===== src/rtl/mem_stage_ctrl.sv =====
// ============================================================================
// mem_stage_ctrl
// ----------------------------------------------------------------------------
// Memory-stage controller for the 5-stage pipeline, between the X/M and M/W
// pipeline registers. It decodes the M-stage instruction into data-memory
// read/write strobes. A small IDLE/BUSY FSM stretches an access over MEM_LAT
// cycles and stalls the upstream stages while the access is in progress.
// Store data is forwarded from the current W-stage write, or from a short
// history of recent writebacks, and is held stable for the whole access.
//
// Parameters:
//   MEM_LAT      - data-memory latency in cycles (1..15); 1 = single-cycle
//   BYPASS_DEPTH - retired writebacks kept for store forwarding (1..4)
//   WORD_W       - data width
//
// Ports:
//   clock      in   rising-edge clock
//   reset      in   synchronous, active-high reset
//   ir_m       in   M-stage instruction (opcode [31:27], rd [26:22])
//   valid_m    in   M-stage instruction is not a bubble
//   b_m        in   store data from the M-stage pipeline register
//   ir_w       in   W-stage instruction (rd [26:22])
//   wb_we      in   W stage writes the register file this cycle
//   wb_data    in   W-stage writeback value
//   mem_wren   out  data-memory write strobe
//   mem_rden   out  data-memory read strobe
//   stall      out  hold PC/F/D/X/M, bubble into W
//   store_data out  data presented to memory
//   byp_hit    out  store_data came from forwarding rather than b_m
//
// Optional feature (macro MEMCTRL_PERF_EN):
//   perf_mem_ops      out  saturating count of access starts
//   perf_stall_cycles out  saturating count of cycles with stall=1
// ============================================================================
module mem_stage_ctrl #(
    parameter int MEM_LAT      = 1,
    parameter int BYPASS_DEPTH = 2,
    parameter int WORD_W       = 32
) (
    input  logic              clock,
    input  logic              reset,
    input  logic [31:0]       ir_m,
    input  logic              valid_m,
    input  logic [WORD_W-1:0] b_m,
    input  logic [31:0]       ir_w,
    input  logic              wb_we,
    input  logic [WORD_W-1:0] wb_data,
    output logic              mem_wren,
    output logic              mem_rden,
    output logic              stall,
    output logic [WORD_W-1:0] store_data,
    output logic              byp_hit
`ifdef MEMCTRL_PERF_EN
    ,
    output logic [31:0]       perf_mem_ops,
    output logic [31:0]       perf_stall_cycles
`endif
);

    localparam logic [4:0] OP_STORE = 5'b00111;
    localparam logic [4:0] OP_LOAD  = 5'b01000;
    localparam logic [3:0] LAST_CNT = 4'(MEM_LAT - 1);
    localparam bit         MULTI    = (MEM_LAT > 1);

    typedef enum logic {
        IDLE,
        BUSY
    } state_t;

    state_t            state_q, state_d;
    logic [3:0]        cnt_q, cnt_d;
    logic [WORD_W-1:0] hold_q, hold_d;
    logic              hold_hit_q, hold_hit_d;
    logic              hold_store_q, hold_store_d;

    logic [4:0]        opcode_m;
    logic [4:0]        rd_m;
    logic [4:0]        rd_w;
    logic              is_store;
    logic              is_load;
    logic              mem_op;
    logic              op_start;

    logic              fwd_hit;
    logic [WORD_W-1:0] fwd_data;

    logic              hist_valid_q [BYPASS_DEPTH];
    logic [4:0]        hist_rd_q    [BYPASS_DEPTH];
    logic [WORD_W-1:0] hist_data_q  [BYPASS_DEPTH];

    // Instruction fields that this stage never looks at.
    logic unused_bits;
    assign unused_bits = ^{ir_w[31:27], ir_w[21:0], ir_m[21:0]};

    assign opcode_m = ir_m[31:27];
    assign rd_m     = ir_m[26:22];
    assign rd_w     = ir_w[26:22];
    assign is_store = valid_m && (opcode_m == OP_STORE);
    assign is_load  = valid_m && (opcode_m == OP_LOAD);
    assign mem_op   = is_store || is_load;

    // Writeback history. Entry 0 is the write retired one cycle ago. It keeps
    // shifting during a stall because W receives bubbles, which simply push
    // invalid entries in. Writes to r0 are never recorded as valid.
    always_ff @(posedge clock) begin
        if (reset) begin
            for (int i = 0; i < BYPASS_DEPTH; i++) begin
                hist_valid_q[i] <= 1'b0;
            end
        end else begin
            hist_valid_q[0] <= wb_we && (rd_w != 5'd0);
            hist_rd_q[0]    <= rd_w;
            hist_data_q[0]  <= wb_data;
            for (int i = 1; i < BYPASS_DEPTH; i++) begin
                hist_valid_q[i] <= hist_valid_q[i-1];
                hist_rd_q[i]    <= hist_rd_q[i-1];
                hist_data_q[i]  <= hist_data_q[i-1];
            end
        end
    end

    // Store-data forwarding mux. The history is walked oldest to newest so
    // that the newest matching entry is the last assignment and wins; the
    // live W write overrides everything. r0 never matches.
    always_comb begin
        fwd_hit  = 1'b0;
        fwd_data = b_m;
        if (is_store && (rd_m != 5'd0)) begin
            if (wb_we && (rd_w == rd_m)) begin
                fwd_hit  = 1'b1;
                fwd_data = wb_data;
            end else begin
                for (int i = BYPASS_DEPTH - 1; i >= 0; i--) begin
                    if (hist_valid_q[i] && (hist_rd_q[i] == rd_m)) begin
                        fwd_hit  = 1'b1;
                        fwd_data = hist_data_q[i];
                    end
                end
            end
        end
    end

    // Access FSM state, cycle counter and the data/kind latched at the
    // start of a multi-cycle access.
    always_ff @(posedge clock) begin
        if (reset) begin
            state_q      <= IDLE;
            cnt_q        <= 4'd0;
            hold_q       <= '0;
            hold_hit_q   <= 1'b0;
            hold_store_q <= 1'b0;
        end else begin
            state_q      <= state_d;
            cnt_q        <= cnt_d;
            hold_q       <= hold_d;
            hold_hit_q   <= hold_hit_d;
            hold_store_q <= hold_store_d;
        end
    end

    // Next-state and outputs. In IDLE the first cycle of an access is driven
    // straight from the inputs. In BUSY everything comes from the latched
    // copies, because W only carries bubbles by then and M must not be
    // trusted. Reset forces all outputs low in the same cycle.
    always_comb begin
        state_d      = state_q;
        cnt_d        = cnt_q;
        hold_d       = hold_q;
        hold_hit_d   = hold_hit_q;
        hold_store_d = hold_store_q;
        mem_wren     = 1'b0;
        mem_rden     = 1'b0;
        stall        = 1'b0;
        store_data   = fwd_data;
        byp_hit      = fwd_hit;
        op_start     = 1'b0;

        case (state_q)
            IDLE: begin
                mem_wren = is_store;
                mem_rden = is_load;
                op_start = mem_op;
                if (mem_op && MULTI) begin
                    stall        = 1'b1;
                    state_d      = BUSY;
                    cnt_d        = 4'd1;
                    hold_d       = fwd_data;
                    hold_hit_d   = fwd_hit;
                    hold_store_d = is_store;
                end
            end
            BUSY: begin
                mem_wren   = hold_store_q;
                mem_rden   = !hold_store_q;
                store_data = hold_q;
                byp_hit    = hold_hit_q;
                cnt_d      = cnt_q + 4'd1;
                if (cnt_q == LAST_CNT) begin
                    state_d = IDLE;
                    cnt_d   = 4'd0;
                end else begin
                    stall = 1'b1;
                end
            end
            default: begin
                state_d = IDLE;
            end
        endcase

        if (reset) begin
            mem_wren   = 1'b0;
            mem_rden   = 1'b0;
            stall      = 1'b0;
            byp_hit    = 1'b0;
            store_data = '0;
            op_start   = 1'b0;
        end
    end

`ifdef MEMCTRL_PERF_EN
    // Saturating performance counters.
    always_ff @(posedge clock) begin
        if (reset) begin
            perf_mem_ops      <= 32'd0;
            perf_stall_cycles <= 32'd0;
        end else begin
            if (op_start && (perf_mem_ops != 32'hFFFF_FFFF)) begin
                perf_mem_ops <= perf_mem_ops + 32'd1;
            end
            if (stall && (perf_stall_cycles != 32'hFFFF_FFFF)) begin
                perf_stall_cycles <= perf_stall_cycles + 32'd1;
            end
        end
    end
`else
    // Without the counters the access-start pulse has no consumer.
    logic unused_op_start;
    assign unused_op_start = op_start;
`endif

endmodule


===== config.mk =====
export PLATFORM = sky130hd
export DESIGN_NAME = mem_stage_ctrl
export DESIGN_NICKNAME = d
export VERILOG_FILES = /design/src/rtl/mem_stage_ctrl.sv
export SDC_FILE = /design/constraint.sdc
export NUM_CORES = 1
export LEC_CHECK = 0
export CAP_MARGIN = 15
export CORE_ASPECT_RATIO = 0.6
export CORE_UTILIZATION = 45
export CTS_CLUSTER_SIZE = 20
export DETAILED_ROUTE_END_ITERATION = 7
export PLACE_DENSITY = 0.9
export SKIP_LAST_GASP = 1
export SLEW_MARGIN = 40
export SYNTH_ARGS = -nofsm -noshare
export SYNTH_HDL_FRONTEND = slang
export SYNTH_SLANG_ARGS = --single-unit

===== constraint.sdc =====
create_clock -name clock -period 4.2 [get_ports clock]
set_clock_uncertainty 0.15 [all_clocks]
set_input_delay 1.05 -clock clock [delete_from_list [all_inputs] [get_ports clock]]
set_output_delay 1.05 -clock clock [all_outputs]
set_load 0.01 [all_outputs]

==> flow_summary.yaml, run 1 <==
outcome:
  status: "complete, but fails checks"
  violations: "setup timing"
logic_synthesis:
  yosysTopAreaCell: "edfxtp_1"
  yosysSeqAreaShare_pct: 51.6
  yosysWarnings: 0
  syn_nets: 505
  syn_area_um2: 4580
  synth.distinct_cells: 39
  ys.flop_type: "edfxtp_1"
  syn_avg_cell_area_um2: 12.4
  yosys_register_bits: 81
  synthArstFlopShare_pct: 0
  synth-edff-count: 74
  ys_top_cells_by_area: "edfxtp_1, a221oi_2, a21oi_2"
  synthCells: 371
  synth_top_area_share_pct: 48.5
timing:
  setup_ws_ns: -0.0130
  rsz0062_at_grt: "true"
  tightest_slew_ns: 0.520
  fin_setup_tns_ns: -0.0251
  setup_viol: 2
  post-route-min-period_ns: 4.21
  relSlewSlack_pct: 65.3
  min_period_over_period_pct: 100
  finalHoldViolCount: 0
  final_max_slew_viol_count: 0
  fmax_mhz: 237
cells_and_area:
  drive_above_1_share_pct: 34.8
  nFillCells: 675
  layout_common_cells: "clkdlybuf4s50_1, edfxtp_1, o21ai_0"
  seq_area_um2: 2360
  nets: 665
  layout.cells.most_common: "clkdlybuf4s50_1"
  antenna_cells: 0
  multi_input_area_um2: 2370
  syn2layout_area_growth_pct: 52.8
place:
  dp_hpwl_um: 8090
  pre_cts_ws_ns: -0.572
  gp_congestion: 0.854
  io_buffers: 118
detailed_routing:
  antenna_left: 0
  wl_per_cell_um: 20.7
  via_per_inst: 5.80
  drtIter0Drc: 273
  wl_um: 13900
  drc: 0
  vias: 3886
  drtPass1Iterations: 5
critical_path:
  path_delay_family: "buffers and inverters"
  crit_cells: 9
  critical_path_required_ns: 3.00
  crit_start: "valid_m"
  crit_type: "in2out"
  cp.arrival_ns: 3.01
  cpMaxStageDelayCell: "clkdlybuf4s50_1"
  crit_fanout: 13
  worstReg2RegStart: "cnt_q[1]"
  cp-start-kind: "input port"
  critical-path-max-stage-delay_ns: 0.46
  crit_path_end_kind: "output port"
  reg2reg_depth: 6
  critical_path.cell_chain: "clkdlybuf4s50_1, nor2b_4, nand4_1, buf_6, or2_4, buf_12, a221oi_4, a21oi_2, dlygate4sd2_1"
  path_buf_inv: 4
hold_path:
  hold_class: "reg2reg"
  holdPathStages: 0
  hp-start: "hist_rd_q[0][3]"
clock_network:
  root_buffer: "clkbuf_16"
  clock_latency_ns: 0.33
  path_clk_slew_ns: 0.06
  cts_buffers: 9
  postCtsHoldBufs: 0
  cts_htree_levels: 3
  cts.path.max_buffers: 2
  cts.sinks: 81
  cts_tree: "done"
power_and_ir_drop:
  p_leak_nw: 2.66
  powerDensity_nw_per_um2: 294
  irDropWorstVdd_v: 0.000224
floorplan:
  die-area_um2: 10600
  die_y_um: 80.2
  placementRows: 28
  die_w_um: 132
  initial_core_util_pct: 46.4
  io_pins: 168
  core_area_um2: 9880
grt:
  grt_pass1_wl_um: 21300
  grt_use_total_pct: 26.9
  grt_pass1_vias: 3851
  grt_antenna_before_repair: 0
  grt.overflow.total: 0
  grt_start_max_net_pins: 53
run:
  max_cap_violations: 0
## what timing repair did
| item | CTS | global route |
|---|---|---|
| buffers inserted | 25 | 7 |
| cloned | 4 | 1 |
| endpoints found under the setup margin | 33 | 32 |
| resized for setup | 104 | 47 |
| pin swaps | 17 | 13 |
## power breakdown
| group | total, mW | switching (mW) | internal (mW) | leakage (nW) |
|---|---|---|---|---|
| sequential | 0.980 | 0.0344 | 0.946 | 0.781 |
| combinational | 0.333 | 0.167 | 0.167 | 1.75 |
| clock | 0.741 | 0.291 | 0.451 | 0.137 |
| total | 2.06 | 0.492 | 1.56 | 2.66 |
## sequential cells by signal, indices dropped and copies added, names as in the netlist
register      flops
cnt_q             4
hist_data_q      64
hist_rd_q        10
hist_valid_q      2
state_q           1
## cell families (layout without fill, tap and decap cells)
| kind of cell | Yosys count | count (layout) | share of synthesized area [%] |
|---|---|---|---|
| AOI/OAI and AO/OA | 168 | 169 | 30.0 |
| DFF | 81 | 81 | 51.6 |
| adders and majority gates | 2 | 2 | 0.546 |
| buffers and inverters | 39 | 201 | 5.87 |
| xor gates and xnor gates | 16 | 16 | 3.06 |
| muxes | 2 | 2 | 0.464 |
| and+or+nand+nor | 63 | 64 | 8.47 |
## layout make-up
class | instances | area share [%]
Sequential cell | 81 | 33.8
Inverter | 3 | 0.161
Tap cell | 135 | 2.41
Clock inverter | 5 | 0.679
Clock buffer | 10 | 3.27
Multi-Input combinational cell | 253 | 33.9
Timing Repair Buffer | 183 | 25.8
## stage by stage
stage	instance area (um^2)	power [mW]	util [%]	std cells	hold WS [ns]
final	7000	2.06	70.8	670	0.316
after CTS	6910	2.05	69.9	663	0.308
after global placement	6060	1.28	61.3	619	0.282
after detailed placement	6060	1.29	61.4	619	0.293
after global routing	7000	2.12	70.8	670	0.320
after floorplan	4580	1.11	-	371	0.278
## path summary, 6_finish.rpt
check	to	slack, ns
setup reg to reg	cnt_q[0]	2.77
hold reg to reg	hist_rd_q[0][8]	0.32
hold / removal	hist_rd_q[0][8]	0.32
setup / recovery	store_data[4]	-0.01
## synthesized netlist by cell type, types with 2 or more instances
cell and number:
a221oi_2 30, nand4_1 4, buf_6 7, nor2b_1 3, a21oi_2 30, and2_4 2
a221oi_1 2, nor2_1 10, and3_1 32, clkbuf_1 22, a21boi_0 32, o21ai_0 44
xor2_1 7, ha_1 2, inv_1 3, buf_12 4, xnor2_1 9, nand2_1 3
o21ai_1 22, a21oi_1 5, edfxtp_1 74, dfxtp_1 7
## per-layer routing
metal	GRT usage, %	share of wire (%)	up-vias
met5	0	0	-
li1	-	-	1794
met2	45.7	48	188
met3	6.06	7.9	9
met4	6.09	0.70	0
met1	35.4	43	1895
## worst register-to-register path, cell delays in order, from the launching register on
cell,delay [ns]
dfxtp_1,0.39
inv_1,0.07
ha_1,0.19
nand2b_1,0.09
o21ai_0,0.11
mux2_2,0.29
nor2_1,0.08
(Power assumes the default switching activity.)
==> inputs of run 2 (changes only) <==
==> constraint.sdc (replaced) <==
create_clock -name clock -period 4 [get_ports clock]
set_clock_uncertainty 0.15 [all_clocks]
set_input_delay 1 -clock clock [delete_from_list [all_inputs] [get_ports clock]]
set_output_delay 1 -clock clock [all_outputs]
set_load 0.01 [all_outputs]
==> flow_summary.yaml, run 2 (synthesis gave the netlist of run 1 again) <==
outcome:
  status: "finished clean"
detailed_routing:
  drtPass1Iterations: 5
  drc: 0
  via_per_inst: 5.93
  antenna_left: 0
  vias: 3972
  drtIter0Drc: 338
  wl_um: 14300
  wl_per_cell_um: 21.4
critical_path:
  cp.arrival_ns: 2.82
  cp-start-kind: "input port"
  reg2reg_depth: 6
  crit_type: "in2out"
  rrSetupSlack_ns: 2.57
  critical_path_required_ns: 2.85
  path_delay_family: "buffers and inverters"
  r2r-end: "cnt_q[0]"
  critical_path.cell_chain: "buf_2, buf_6, xor2_4, nor4_4, a211oi_4, buf_6, buf_16, buf_8, a221oi_4, a21oi_2, buf_2"
  crit_fanout: 6
  critical-path-max-stage-delay_ns: 0.33
  path_buf_inv: 6
  crit_path_end_kind: "output port"
  worstReg2RegStart: "cnt_q[0]"
  cpMaxStageDelayCell: "nor4_4"
cells_and_area:
  largest_reg_flops: 64
  fin_area_um2: 6760
  drive_above_1_share_pct: 38.9
  syn2layout_area_growth_pct: 47.5
  layout.cells.most_common: "clkdlybuf4s50_1"
  nets: 664
  layout_common_cells: "clkdlybuf4s50_1, edfxtp_1, o21ai_0"
  largestRegisters: "hist_data_q (64), hist_rd_q (10), cnt_q (4)"
  final_cells: 670
  regMostFlops: "hist_data_q"
  antenna_cells: 0
  final_util_pct: 68.4
timing:
  post-route-min-period_ns: 3.97
  setup_ws_ns: 0.0279
  finalHoldViolCount: 0
  hold_slack_ns: 0.318
  setup_viol: 0
  relSlewSlack_pct: 62.6
  min_period_over_period_pct: 99.3
  fmax_mhz: 252
  final_max_slew_viol_count: 0
  tightest_slew_ns: 0.560
  rsz0062_at_grt: "true"
floorplan:
  die-area_um2: 10600
  die_y_um: 80.2
  die_w_um: 132
  core_area_um2: 9880
  initial_core_util_pct: 46.4
  io_pins: 168
  placementRows: 28
clock_network:
  clock_latency_ns: 0.34
  cts_buffers: 9
  root_buffer: "clkbuf_16"
  cts_tree: "done"
  path_clk_slew_ns: 0.06
  cts_htree_levels: 3
  cts.sinks: 81
  cts.path.max_buffers: 2
grt:
  grt_pass1_wl_um: 21900
  grt_antenna_before_repair: 0
  grt_pass1_vias: 3972
  grt_use_total_pct: 28.1
  grt_start_max_net_pins: 43
  grt.overflow.total: 0
hold_path:
  hp-start: "hist_rd_q[0][4]"
  holdPathStages: 0
  min_to: "hist_rd_q[0][9]"
  hold_class: "reg2reg"
place:
  place_inst: 623
  pre_cts_ws_ns: -0.698
  gp_congestion: 0.854
  post_dp_cell_area_um2: 6070
  io_buffers: 118
  dp_hpwl_um: 8320
power_and_ir_drop:
  irDropWorstVdd_v: 0.000240
  powerDensity_nw_per_um2: 321
  p_leak_nw: 2.64
run:
  max_cap_violations: 0
[run 2: how the worst max path moves through the flow]
stage                   from        endpoint  slack (ns)  cells after the start
floorplan           ir_m[25]  store_data[10]        0.60                      7
global placement    ir_m[29]  store_data[14]       -0.83                      7
detailed placement  ir_m[24]  store_data[14]       -0.70                      9
CTS                 ir_m[23]  store_data[14]       -0.06                     10
global route        ir_m[23]  store_data[21]      -0.005                     11
finish              ir_m[23]  store_data[21]        0.03                     11
[run 2: worst reg2reg max path, cell delays in order (launching register included)]
cell and delay (ns):
dfxtp_1 0.37, inv_1 0.09, ha_1 0.21, nand2b_1 0.08, o21ai_0 0.10, mux2_2 0.29
nor2_1 0.08
[run 2: layout make-up]
type                            count  area [um^2]
Clock inverter                      3         15.0
Multi-Input combinational cell    255         2250
Clock buffer                       13          272
Inverter                            3         11.3
Timing Repair Buffer              180         1680
Sequential cell                    81         2360
Tap cell                          135          169
Fill cell                         697         3120
[run 2: metal layers]
metal / track usage [%] / wire (um) / vias up
met2: 47.6 / 6900 / 192
met3: 7.07 / 1180 / 23
met1: 35.2 / 6000 / 1973
li1: - / - / 1784
met5: 0 / 0 / -
met4: 9.77 / 240 / 0
[run 2: where the power goes]
| group | leakage (nW) | internal, mW | switching [mW] | total, mW |
|---|---|---|---|---|
| logic | 1.71 | 0.173 | 0.176 | 0.349 |
| registers | 0.781 | 0.993 | 0.0321 | 1.03 |
| clock network | 0.145 | 0.472 | 0.323 | 0.795 |
| total | 2.64 | 1.64 | 0.531 | 2.17 |
[run 2: timing repair]
item	in CTS	in global routing
hold buffers	0	0
pin swaps	24	14
gates cloned	6	0
resized for setup	159	46
setup buffers	25	3
setup endpoints to repair	33	32
[run 2: stage by stage]
stage                      TNS, ns  total power, mW
after global placement      -25.61             1.34
after CTS                   -0.235             2.16
after detailed placement    -20.77             1.36
final                            0             2.17
after global routing      -0.00466             2.24
after floorplan                  0             1.16
